## src/rtl/ejer2_sat_counter.sv

```systemverilog
// Up-counter with synchronous clear that sticks at all-ones.
module ejer2_sat_counter #(
    parameter int W = 16
) (
    input  logic         clock,
    input  logic         clear,
    input  logic         inc,
    output logic [W-1:0] count
);

    always_ff @(posedge clock) begin
        if (clear) begin
            count <= '0;
        end else if (inc && (count != '1)) begin
            count <= count + W'(1);
        end
    end

endmodule

```

## config.mk

```make
export PLATFORM = sky130hd
export DESIGN_NAME = ejer2_sat_counter
export DESIGN_NICKNAME = d
export VERILOG_FILES = /design/src/rtl/ejer2_sat_counter.sv
export SDC_FILE = /design/constraint.sdc
export NUM_CORES = 1
export LEC_CHECK = 0
export ABC_AREA = 1
export CAP_MARGIN = 20
export CORE_ASPECT_RATIO = 0.8
export CORE_MARGIN = 2
export CORE_UTILIZATION = 31
export DETAILED_ROUTE_END_ITERATION = 8
export PLACE_DENSITY = 0.51
export SYNTH_ARGS = -nofsm -noshare
export SYNTH_HDL_FRONTEND = slang
export SYNTH_SLANG_ARGS = --single-unit
```

## constraint.sdc

```tcl
create_clock -name clock -period 1.2 [get_ports clock]
set_input_delay 0.18 -clock clock [delete_from_list [all_inputs] [get_ports clock]]
set_output_delay 0.18 -clock clock [all_outputs]
set_load 0.1 [all_outputs]
```

### Word-level counts from Yosys, hierarchy flattened

Cells that the tools add are included.
W data, S select, Z words.

| word-level totals | value |
|---|---|
| bits in registers | 16 |
| bits of input ports | 3 |
| output and inout port bits | 16 |
| word-level logic and storage cells | 4 |

| cells by class | value |
|---|---|
| $add $sub $neg | 1 |
| equality and inequality tests | 1 |
| reductions and logical operators | 1 |

Operator list:

| operator | number |
|---|---|
| $add A16 B1 Y16 const B | 1 |
| $ne A16 B16 Y1 const B | 1 |
| $logic_and A1 B1 Y1 | 1 |

### Depth between registers and ports, before layout

| logic depth | value |
|---|---|
| word-level depth | 2 |
| depth in mapped cells | 9 |
| gate-level depth less buffers | 9 |

### Worst setup path before layout

Ideal clock, no wire load.

| timing path | value |
|---|---|
| kind | flip-flop to flip-flop |
| start | register count[0] |
| end | register count[0] |
| library setup time | 117 ps |
| data arrival time | 1980 ps |
| required time | 1083 ps |
| slack | -897 ps |
| cell stages (with the launch flop) | 9 |
| buffers on the path | 0 |
| period minus slack after synthesis | 2097 ps |
| cell sequence | dfxtp_1 -> ha_1 -> inv_1 -> nor2_2 -> nand2_2 -> nor2_8 -> nor2_4 -> nor2_1 -> nor2_1 |

| between the ends | value |
|---|---|
| cells in the longest elaborated chain, start to end | 2 |
| elaborated cells between the ends (all ways) | 3 |
| classes of those cells | add/sub: 1; eq/ne: 1; reduce/logical: 1 |

Ends and longest elaborated chain:

| what | RTL line | source |
|---|---|---|
| start, declared | 8 | `output logic [W-1:0] count` |
| start signal, assigned | 15 | `count <= count + W'(1);` |
| parallel branches: the longest is 2 deep, another holds $add A16 B1 Y16 | n/a |  |

Several ways; the timed one is not identified.
A chain may end at the register's enable or synchronous reset.

### Worst setup path after layout

| timing path | value |
|---|---|
| start | register count[1] |
| end | register count[0] |

| between the ends | value |
|---|---|
| cells in the longest elaborated chain, start to end | 2 |

Ends and longest elaborated chain:

| what | RTL line | source |
|---|---|---|
| $ne A16 B16 Y1 | 14 | `end else if (inc && (count != '1)) begin` |
| $logic_and A1 B1 Y1 | 14 |  |

No other way between the ends.

==> summary.txt <==
Run status
  • Status: complete, but fails checks
  • Failing checks: setup timing

STA
  • Max_slew headroom: 0.637
  • Unrepaired setup endpoints after global routing: yes
  • PnR worst setup slack: -0.142 ns
  • Final setup violating endpoints: 18
  • Final hold vios: 0
  • Fin crit share: 1.12
  • Worst-Margin Slew: 0.544 ns
  • Fin Clk Skew: 0.00561 ns
  • Tmin final: 1.34 ns
  • FMAX: 0.745 GHz
  • Slew Limit Fails: 0

Flow run
  • Max Cap Violations: 0

Clock tree
  • Clk buf depth: 2
  • CTS buffer count: 3
  • Reg clk slew, reported paths: 0.06 ns
  • CTS tree: built
  • Clk_lat worst skew: 0.25 ns
  • CTS Root Cell: clkbuf_8
  • Hold buffers post-CTS: 0
  • CTS sink cnt: 16
  • H-tree lvl count: 1

Floorplan
  • Num ports: 19
  • Die extent in x: 65.2 µm
  • # rows: 17
  • Die area: 3460 µm²
  • Chip height: 53.0 µm
  • Core area: 2810 µm²
  • Starting Density: 0.331

Layout
  • Share of layout cells above drive strength 1: 0.517
  • Filler Cells Inserted: 249
  • Post-layout net count: 209
  • Layout Cells excl Fill: 241
  • Multi-input gate area: 669 µm²
  • Biggest regs: count: 16 flops
  • Seq. cell area: 380 µm²
  • Top reg by flops: count
  • Max FFs per register: 16
  • Area grow syn2layout: 93.7%
  • N_diodes: 0

Logic synthesis
  • Synth cell types: 16
  • Synthesis warning total: 0
  • Cell Area, Synth: 930 µm²
  • Syn Area/Cell: 6.24 µm²
  • Post-synth EDFFs: 0
  • Post-synth top cells: nand2_1, nor2_1, dfxtp_1, nand3_1
  • Top-count cell post-synth: nand2_1
  • Seq cells post-synth: 16
  • Primary FF master, synth: dfxtp_1
  • Syn Nets: 153
  • Top-area cell type share of the netlist area: 0.345
  • Ranking of synthesized cells by area: dfxtp_1, nand2_1, nor2_1
  • Area leader, netlist: dfxtp_1
  • Seq/Total Area, Yosys: 0.345
  • Asr flop ratio synth: 0
  • Cells after synthesis: 149

GRT
  • Largest net degree at the start of global routing: 17
  • Initial antenna violation count: 0
  • Total gr overflow: 0
  • Number of global-route vias before repair: 1071
  • First-pass GRT wire length: 4.55 mm
  • GRT Util Overall: 0.174

Power
  • Power Total: 0.00109 W
  • Power Density: 607 nW/µm²
  • Leakage Power: 0.760 nW
  • Worst vdd ir: 0.000509 V

Place
  • IO buf count: 18
  • Post-DP HPWL: 1.94 mm
  • Final GP Congestion: 0.794
  • Post-Place Cells: 232

Detailed routing
  • Vias/cell: 4.64
  • Drt pass-1 iters: 4
  • WL/cell: 11.2 µm
  • Antenna-violating nets left: 0
  • DR DRC count: 0
  • Via count: 1119
  • Overall routed net length: 2.70 mm
  • Detailed Route Iter0 Violations: 66

Hold path
  • Min-Delay Path Class: in2reg

Worst setup path
  • Worst EP required: 1.37 ns
  • Crit path DAT: 1.51 ns
  • CP endpoint kind: flip-flop
  • CP Class: reg2reg
  • Crit path max fanout: 7
  • Crit path launch type: flip-flop
[layout make-up]
cell class / count / area share
Tap cell: 38 / 0.0264
Sequential cell: 16 / 0.211
Clock buffer: 3 / 0.0229
Multi-Input combinational cell: 121 / 0.372
Timing Repair Buffer: 53 / 0.347
Inverter: 10 / 0.0208
[logic make-up (layout without fill, tap and decap cells)]
family | count (synthesis) | in the layout | synth area share
simple gates | 113 | 113 | 0.550
flops | 16 | 16 | 0.345
buf+inv | 12 | 66 | 0.0538
compound gates | 7 | 7 | 0.0377
fa+ha+maj | 1 | 1 | 0.0135
[worst max-delay path, stage by stage (launching register included)]
cell,delay (ns)
dfxtp_4,0.37
ha_4,0.14
inv_2,0.04
nor2_4,0.15
nand2_4,0.10
nor2_8,0.18
nor2_4,0.06
nand2_1,0.06
nand2_1,0.05
nor2_1,0.13
[worst paths after layout]
path / cells past startpoint / startpoint / to / slack, ns
worst min register to register: 2 / count[1] / count[1] / 0.53
worst max-delay path: 9 / count[1] / count[0] / -0.14
worst min-delay path: 5 / inc / count[4] / 0.52
worst max register to register: 9 / count[1] / count[0] / -0.14
[power by group]
| part | leakage, nW | switching, W | total (W) | internal, W |
|---|---|---|---|---|
| sequential | 0.142 | 0.00000832 | 0.000515 | 0.000507 |
| combinational | 0.597 | 0.000102 | 0.000180 | 0.0000779 |
| clock | 0.0216 | 0.000175 | 0.000398 | 0.000223 |
| total | 0.760 | 0.000286 | 0.00109 | 0.000807 |
[metal layers]
| layer | up-vias | wire [µm] | track usage |
|---|---|---|---|
| met2 | 25 | 1240 | 0.265 |
| met1 | 514 | 1290 | 0.235 |
| met5 | - | 0 | 0 |
| met3 | 4 | 133 | 0.0383 |
| li1 | 576 | - | - |
| met4 | 0 | 30 | 0.0799 |
[stage by stage]
stage / hold WS (ns) / utilization / setup TNS, ns / worst slack [ns] / cell area [µm²]
floorplan: 0.383 / - / -3.31 / -0.234 / 1020
global placement: 0.501 / 0.575 / -2.90 / -0.273 / 1620
detailed placement: 0.527 / 0.575 / -3.29 / -0.311 / 1620
CTS: 0.507 / 0.611 / -1.39 / -0.119 / 1710
global route: 0.569 / 0.641 / -2.98 / -0.230 / 1800
finish: 0.516 / 0.641 / -1.45 / -0.142 / 1800
[timing repair]
item                                    CTS  global route
endpoints found under the hold margin     0             0
endpoints found under the setup margin   17            18
pin swaps                                 8            13
gates resized for setup                  11            17
buffers inserted                          3             3
[placed cells by master, fill, tap and decap left out, drive strengths merged]
cell	netlist	layout
a21oi	7	7
buf	1	51
clkbuf	1	3
clkdlybuf4s50	0	1
dfxtp	16	16
dlygate4sd2	0	1
ha	1	1
inv	10	10
nand2	48	48
nand3	12	12
nand4	3	3
nor2	48	48
nor3	1	1
or2	1	1
Power figures use the tool's default switching activity.
